$ cat src/rtl/ps2_pkg.sv
// ps2_pkg: shared bit-FSM state and packet field positions for the PS/2 mouse receiver
package ps2_pkg;
  typedef enum logic [1:0] {S_IDLE, S_DATA, S_PAR, S_STOP} bit_state_e;
  localparam int BTN_L = 0;
  localparam int BTN_R = 1;
  localparam int BTN_M = 2;
  localparam int SYNC = 3;
  localparam int XS = 4;
  localparam int YS = 5;
  localparam int XO = 6;
  localparam int YO = 7;
  localparam int PKT_BYTES = 3;
endpackage

$ cat src/rtl/ps2_byte_rx.sv
// ps2_byte_rx: synchronises and filters the PS/2 lines and deframes bytes with parity, stop and timeout checks
module ps2_byte_rx import ps2_pkg::*; #(
  parameter int FILTER_LEN = 8,
  parameter int TIMEOUT = 100000
) (
  input  logic       clk,
  input  logic       rst,
  input  logic       ps2_clk_i,
  input  logic       ps2_data_i,
  input  logic       tmo_en,
  output logic       byte_valid,
  output logic       byte_err,
  output logic       idle,
  output logic [7:0] byte_data
);
  localparam int FW = $clog2(FILTER_LEN + 1);
  localparam int TW = $clog2(TIMEOUT + 1);
  logic [1:0] cs, ds;
  logic filt, strobe, par_ok;
  logic [FW-1:0] fcnt;
  logic [TW-1:0] tcnt;
  logic [2:0] bitn;
  logic [7:0] sh;
  bit_state_e st;
  assign strobe = filt && !cs[1] && fcnt == FW'(FILTER_LEN - 1);
  assign idle = st == S_IDLE;
  always_ff @(posedge clk)
    if (rst) begin
      cs <= 2'b11;
      ds <= 2'b11;
      filt <= 1'b1;
      fcnt <= '0;
      tcnt <= '0;
      st <= S_IDLE;
      bitn <= '0;
      sh <= '0;
      par_ok <= 1'b0;
      byte_valid <= 1'b0;
      byte_err <= 1'b0;
      byte_data <= '0;
    end else begin
      cs <= {cs[0], ps2_clk_i};
      ds <= {ds[0], ps2_data_i};
      fcnt <= cs[1] == filt || fcnt == FW'(FILTER_LEN - 1) ? '0 : fcnt + 1'b1;
      filt <= cs[1] != filt && fcnt == FW'(FILTER_LEN - 1) ? cs[1] : filt;
      byte_valid <= 1'b0;
      byte_err <= 1'b0;
      if (strobe) begin
        tcnt <= '0;
        case (st)
          S_IDLE: if (!ds[1]) begin
            st <= S_DATA;
            bitn <= '0;
          end
          S_DATA: begin
            sh <= {ds[1], sh[7:1]};
            bitn <= bitn + 1'b1;
            if (bitn == 3'd7) st <= S_PAR;
          end
          S_PAR: begin
            par_ok <= ^{sh, ds[1]};
            st <= S_STOP;
          end
          default: begin
            st <= S_IDLE;
            if (ds[1] && par_ok) begin
              byte_valid <= 1'b1;
              byte_data <= sh;
            end else byte_err <= 1'b1;
          end
        endcase
      end else if (tmo_en && tcnt == TW'(TIMEOUT - 1)) begin
        st <= S_IDLE;
        tcnt <= '0;
        byte_err <= 1'b1;
      end else tcnt <= tmo_en ? tcnt + 1'b1 : '0;
    end
endmodule

$ cat src/rtl/ps2_mouse_rx.sv
// ps2_mouse_rx: assembles PS/2 mouse packets into a clamped absolute cursor position and button state
module ps2_mouse_rx import ps2_pkg::*; #(
  parameter int X_MAX = 639,
  parameter int Y_MAX = 479,
  parameter int FILTER_LEN = 8,
  parameter int TIMEOUT = 100000
) (
  input  logic        clk,
  input  logic        rst,
  input  logic        ps2_clk_i,
  input  logic        ps2_data_i,
  output logic [15:0] mouse_x,
  output logic [15:0] mouse_y,
  output logic [7:0]  key_down,
  output logic        pkt_valid,
  output logic        err
);
  logic rx_valid, rx_err, rx_idle;
  logic [7:0] rx_data, b0, b1;
  logic [1:0] idx;
  logic signed [16:0] dx, dy, xs, ys;
  logic [15:0] nx, ny;
  ps2_byte_rx #(.FILTER_LEN(FILTER_LEN), .TIMEOUT(TIMEOUT)) u_rx (
    .clk(clk),
    .rst(rst),
    .ps2_clk_i(ps2_clk_i),
    .ps2_data_i(ps2_data_i),
    .tmo_en(!rx_idle || idx != 2'd0),
    .byte_valid(rx_valid),
    .byte_err(rx_err),
    .idle(rx_idle),
    .byte_data(rx_data)
  );
  always_comb begin
    dx = b0[XO] ? '0 : {{8{b0[XS]}}, b0[XS], b1};
    dy = b0[YO] ? '0 : {{8{b0[YS]}}, b0[YS], rx_data};
    xs = signed'({1'b0, mouse_x}) + dx;
    ys = signed'({1'b0, mouse_y}) - dy;
    nx = xs[16] ? '0 : xs > 17'(X_MAX) ? 16'(X_MAX) : xs[15:0];
    ny = ys[16] ? '0 : ys > 17'(Y_MAX) ? 16'(Y_MAX) : ys[15:0];
  end
  always_ff @(posedge clk)
    if (rst) begin
      mouse_x <= 16'((X_MAX + 1) / 2);
      mouse_y <= 16'((Y_MAX + 1) / 2);
      key_down <= '0;
      pkt_valid <= 1'b0;
      err <= 1'b0;
      idx <= '0;
      b0 <= '0;
      b1 <= '0;
    end else begin
      pkt_valid <= 1'b0;
      err <= 1'b0;
      if (rx_err) begin
        idx <= '0;
        err <= 1'b1;
      end else if (rx_valid) begin
        if (idx == 2'd0) begin
          if (rx_data[SYNC]) begin
            b0 <= rx_data;
            idx <= 2'd1;
          end else err <= 1'b1;
        end else if (idx != 2'(PKT_BYTES - 1)) begin
          b1 <= rx_data;
          idx <= idx + 1'b1;
        end else begin
          mouse_x <= nx;
          mouse_y <= ny;
          key_down <= {5'b0, b0[BTN_M], b0[BTN_R], b0[BTN_L]};
          pkt_valid <= 1'b1;
          idx <= '0;
        end
      end
    end
endmodule

$ cat config.mk
export PLATFORM = sky130hd
export DESIGN_NAME = ps2_mouse_rx
export DESIGN_NICKNAME = d
export VERILOG_FILES = /design/src/rtl/ps2_pkg.sv /design/src/rtl/ps2_byte_rx.sv /design/src/rtl/ps2_mouse_rx.sv
export SDC_FILE = /design/constraint.sdc
export NUM_CORES = 1
export LEC_CHECK = 0
export ABC_CLOCK_PERIOD_IN_PS = 4510
export CAP_MARGIN = 30
export CORE_ASPECT_RATIO = 0.9
export CORE_MARGIN = 3
export CORE_UTILIZATION = 45
export DETAILED_ROUTE_END_ITERATION = 10
export GPL_TIMING_DRIVEN = 0
export SETUP_SLACK_MARGIN = 0.1
export SYNTH_ARGS = -nofsm -noshare
export SYNTH_HDL_FRONTEND = slang
export SYNTH_SLANG_ARGS = --single-unit
export TNS_END_PERCENT = 20
$ cat constraint.sdc
create_clock -name clk -period 4.51 [get_ports clk]
set_clock_uncertainty 0.2 [all_clocks]
set_input_delay 1.1275 -clock clk [delete_from_list [all_inputs] [get_ports clk]]
set_output_delay 1.1275 -clock clk [all_outputs]
set_load 0.005 [all_outputs]
# Word level (Yosys, flattened, before mapping)
# Cells that the tools add are included.
# totals
output_inout_bits	42
n_memories	0
latchBits	0
register_bits	105
word_cells	103
rom_bits	0
in_bits	4
mem_bits_rw	0
# classes
addsub	6
reduce_logical	30
muxes	26
n_div	0
shifts	0
n_eq_ne	12
multipliers	0
n_bitwise	7
magnitude_cmp	2
# ops
operator	count
16-bit two-way mux	4
17-bit two-way mux	2
17-bit by 1-bit adder with 17-bit output (second input constant)	1
17-bit adder	1
17-bit equality test (second input constant)	1
17-bit by 10-bit greater-than comparator with 1-bit output (second input constant)	1
17-bit by 11-bit greater-than comparator with 1-bit output (second input constant)	1
17-bit subtractor	1
2-bit two-way mux	7
4-bit AND reduction	3
1-bit two-way mux	10
3-bit AND reduction	3
9-bit parity	1
4-bit OR reduction	2
1-bit NOT	7
3-bit != test (second input constant)	2
2-bit case mux with 3 select lines	1
3-bit case mux with 2 select lines	1
2-bit AND reduction	3
2-bit nonzero test	3
1-bit logical AND	5
5-bit OR reduction	1
4-bit by 1-bit adder with 4-bit output (second input constant)	1
4-bit by 3-bit equality test with 1-bit output (second input constant)	1
other kinds (15)	20

# Depth between registers and ports, before layout
# depth
ltp_word	6
depth_mapped	13

# Cells and area by module
# A second synthesis with hierarchy kept.
# hier_totals
cells_unflattened	715
area_unflattened_um2	6047.0
# by_module_without_submodules
module	cells_each	seq_area_each_um2	n_inst	area_per_inst_um2
ps2_mouse_rx	479	1081.0	1	3819.9
ps2_byte_rx	236	1001.0	1	2227.1

# Worst setup path after synthesis
# No wires, ideal clock.
# synth_path
kind	reg2reg
startpoint	register b0[6]
endpoint	register mouse_x[2]
stages_incl_launch_ff	14
setup_slack_ns	1.271
n_path_buf	1
period_less_slack_ns	3.239
arrival_ns	2.921
required_ns	4.193
setup_time_ns	0.117
cell_sequence	dfxtp_1 nor2b_1 ha_1 inv_1 fa_1 nand2b_1 a21o_1 a21oi_2 mux2i_1 xnor2_1 nor4b_1 buf_2 nand4_1 a32o_1
# synth_between
elab_chain_len	5
# synth_rtl
item	line_no	text
start, declared	ps2_mouse_rx.sv:19	logic [7:0] rx_data, b0, b1;
start signal, assigned	ps2_mouse_rx.sv:61	b0 <= rx_data;
17-bit two-way mux (*)	ps2_mouse_rx.sv:35	dx = b0[XO] ? '0 : {{8{b0[XS]}}, b0[XS], b1};
17-bit adder (*)	ps2_mouse_rx.sv:37	xs = signed'({1'b0, mouse_x}) + dx;
17-bit by 11-bit greater-than comparator with 1-bit output	ps2_mouse_rx.sv:39	nx = xs[16] ? '0 : xs > 17'(X_MAX) ? 16'(X_MAX) : xs[15:0];
16-bit two-way mux	ps2_mouse_rx.sv:39	
16-bit two-way mux (*)	ps2_mouse_rx.sv:39	
end signal, assigned	ps2_mouse_rx.sv:44	mouse_x <= 16'((X_MAX + 1) / 2);
end signal, assigned	ps2_mouse_rx.sv:68	mouse_x <= nx;
end, declared	ps2_mouse_rx.sv:12	output logic [15:0] mouse_x,
# Every way passes the cells marked *; elsewhere a longest branch is shown, timed or not.
# A chain may end at the register's enable or synchronous reset.

# Final worst setup path
# layout_path
startpoint	register b0[7]
endpoint	register mouse_y[5]
# layout_between
elab_chain_len	5
# layout_rtl
item	line_no	text
17-bit two-way mux (*)	ps2_mouse_rx.sv:36	dy = b0[YO] ? '0 : {{8{b0[YS]}}, b0[YS], rx_data};
17-bit subtractor (*)	ps2_mouse_rx.sv:38	ys = signed'({1'b0, mouse_y}) - dy;
17-bit by 10-bit greater-than comparator with 1-bit output	ps2_mouse_rx.sv:40	ny = ys[16] ? '0 : ys > 17'(Y_MAX) ? 16'(Y_MAX) : ys[15:0];
16-bit two-way mux	ps2_mouse_rx.sv:40	
16-bit two-way mux (*)	ps2_mouse_rx.sv:40	
end signal, assigned	ps2_mouse_rx.sv:45	mouse_y <= 16'((Y_MAX + 1) / 2);
end signal, assigned	ps2_mouse_rx.sv:69	mouse_y <= ny;
end, declared	ps2_mouse_rx.sv:13	output logic [15:0] mouse_y,
# Marks and branches as above.

==> out/qor.txt <==
status - finished, final reports clean
Slew @ Worst Pin - 0.8180 ns
Syn Inst Count - 712
Final HPWL DP - 11030 um
clock transition at the registers of the reported paths - 0.07 ns
CTS tree - yes
DR pass1 iterations - 5
via count - 5172
Final Hold Viols - 0
total negative slack - 0 ns
PD cells - 255.8 nW/um^2
critical path, cell by cell - clkbuf_1, nand2b_1, ha_1, clkbuf_1, a21o_1, a211o_1, o32a_1, mux2i_1, nor4b_1, o211ai_1, o311ai_1
CP top delay family - compound AO/OA/AOI/OAI gates
setup-violating endpoint count in the final report - 0
GPL Wtd Cong - 0.8444
layout cells sized above 1 - 5.707%
post-synthesis sequential area ratio - 35.38%
cell with the largest stage delay on the worst path - nand2b_1
Max Cap Viol - 0
Final #Nets - 807
Post-CTS Resized - 0
critical path arrival - 3.91 ns
Synth Flop Type - dfxtp_1
clock buffer depth - 2
initial antenna violation count - 0
Post-Syn Area - 5884 sq um
fin. max-slew vios - 0
Unique masters post-synth - 73
buffer count from post-CTS setup fixing - 0
Syn-to-layout area delta - 15.33%
#FFs+latches synth - 104
vias in the first global route - 4847
Die Y - 114.5 um
CP Max Fanout - 10
Die ar. - 14490 sq um
# diodes - 0
ys async rst share - 0%
CTS sink count - 104
final instance area - 6787 sq um
leak pwr - 0.002648 uW
CP Data Required Time - 4.56 ns
initial core utilization - 47.42%
Die Wd - 126.5 um
fmax - 259.2 MHz
worst path bufs/invs - 2
count leader, synth - dfxtp_1
CP most frequent cell - clkbuf_1
number of remaining DRC errors - 0
FF-to-FF setup slack - 0.65 ns
EDFF count, synth - 0
largest net degree at the start of global routing - 18
dominant cells by area after synthesis - dfxtp_1, ha_1, a21oi_1
max_slew headroom - 45.23%
Syn Area/Cell - 8.265 sq um
drt total wl - 14500 um
Commonest cells post-synth - dfxtp_1, nor2_1, nand2_1
CP peak stage delay - 0.45 ns
Synth top area share - 35.38%
RSZ-0062 raised after global routing - no
Hold-fix buffers, CTS - 0
Synth Warn # - 0
GRT Total Usage - 20.81%
Setup Crit Path Kind - reg -> reg
Worst VDD drop - 301.8 uV
Final min period - 3.858 ns
via-per-instance ratio - 5.555
Core Rows - 38
drt wl/cell - 15.57 um
first-pass GRT wire length - 24480 um
TritonCTS Buffers - 9
worst-skew pair later-pin latency - 0.35 ns
GRT overflow - 0
Final Cycle Share - 85.54%
antenna viol nets, final - 0
Area after DPL - 6490 sq um
root buf cell - clkbuf_16
H-tree levels - 3
crit path capture type - register
Hold Worst Slack - 0.2167 ns
CP Launch Type - register
IO Pins - 46
area leader, netlist - dfxtp_1
# port buffers - 39
class of the worst hold path - reg -> reg
Core Region - 12410 sq um
Initial DRC Count - 448
==> logic make-up (layout without fill, tap and decap cells) <==
kind of cell	count (synthesis)	in the layout	share of synthesized area [%]
other	1	5	0.06373
AO/OA/AOI/OAI	150	150	16.76
XOR/XNOR	41	41	6.102
adder cells (fa/ha/maj)	37	37	8.123
buffers and inverters	70	125	5.082
multiplexers	21	21	3.572
flip-flops	104	104	35.38
AND/OR/NAND/NOR	288	288	24.92
==> metal layers <==
layer,vias up,share of wire [%],global-route usage (%)
met1,2436,50,28.81
met4,0,1.4,4.861
li1,2621,-,-
met2,100,45,33.29
met3,15,3.9,4.571
met5,-,0,0
==> state kept, by name, indices dropped and copies added (netlist names), 2 cells and up <==
register and cells:
u_rx.sh 8, u_rx.cs 2, u_rx.bitn 3, u_rx.st 2
u_rx.tcnt 17, u_rx.ds 2, mouse_y 16, idx 2
u_rx.fcnt 4, mouse_x 16, b0 7, key_down 3
b1 8, u_rx.byte_data 8
==> cell type report <==
class,count,area (sq um)
fillers,1187,5623
multi-input cells,542,3518
flip-flops and latches,104,2082
repair buffers,39,390.4
clock buffers,11,232.7
well taps,160,200.2
plain buffers,37,175.2
inverters,33,123.9
clock inverters,5,63.81
==> power by group <==
part / leakage (uW) / internal (uW) / switching (uW)
clock network: 0.000146 / 437 / 349
registers: 0.000839 / 919 / 0.600
logic: 0.00166 / 9.36 / 21.3
==> through the flow <==
stage,cells,utilization [%],setup WS (ns),total power (uW)
after floorplan,716,-,1.271,960.5
after global placement,915,52.30,0.6920,971.6
after detailed placement,915,52.30,0.6776,972.2
after CTS,931,54.69,0.6538,1754
after global routing,931,54.69,0.3913,1797
final,931,54.69,0.6521,1736
==> path summary, 6_finish.rpt <==
kind         startpoint          to  depth (start not counted)
max               b0[7]  mouse_y[5]                         11
max reg2reg       b0[7]  mouse_y[5]                         11
min          u_rx.cs[0]  u_rx.cs[1]                          1
min reg2reg  u_rx.cs[0]  u_rx.cs[1]                          1
==> cells in the final DEF (no fill, tap or decap), drive strengths merged, types with 5 or more instances in the layout <==
cell type        n
o211ai           8
a22o             6
a21oi           55
ha              35
mux2i           21
xnor2           25
dfxtp          104
buf              9
clkdlybuf4s50   39
conb             5
nand2b          17
nor2            69
nand2           66
nand3           36
and3            18
a211o            5
nand3b           5
or2              5
a211oi           6
o21ai           29
clkbuf          39
a21o             8
inv             35
nor2b           13
xor2            16
nand4           21
or3              8
nor3             7
No activity file was read; power rests on OpenSTA's default activity.
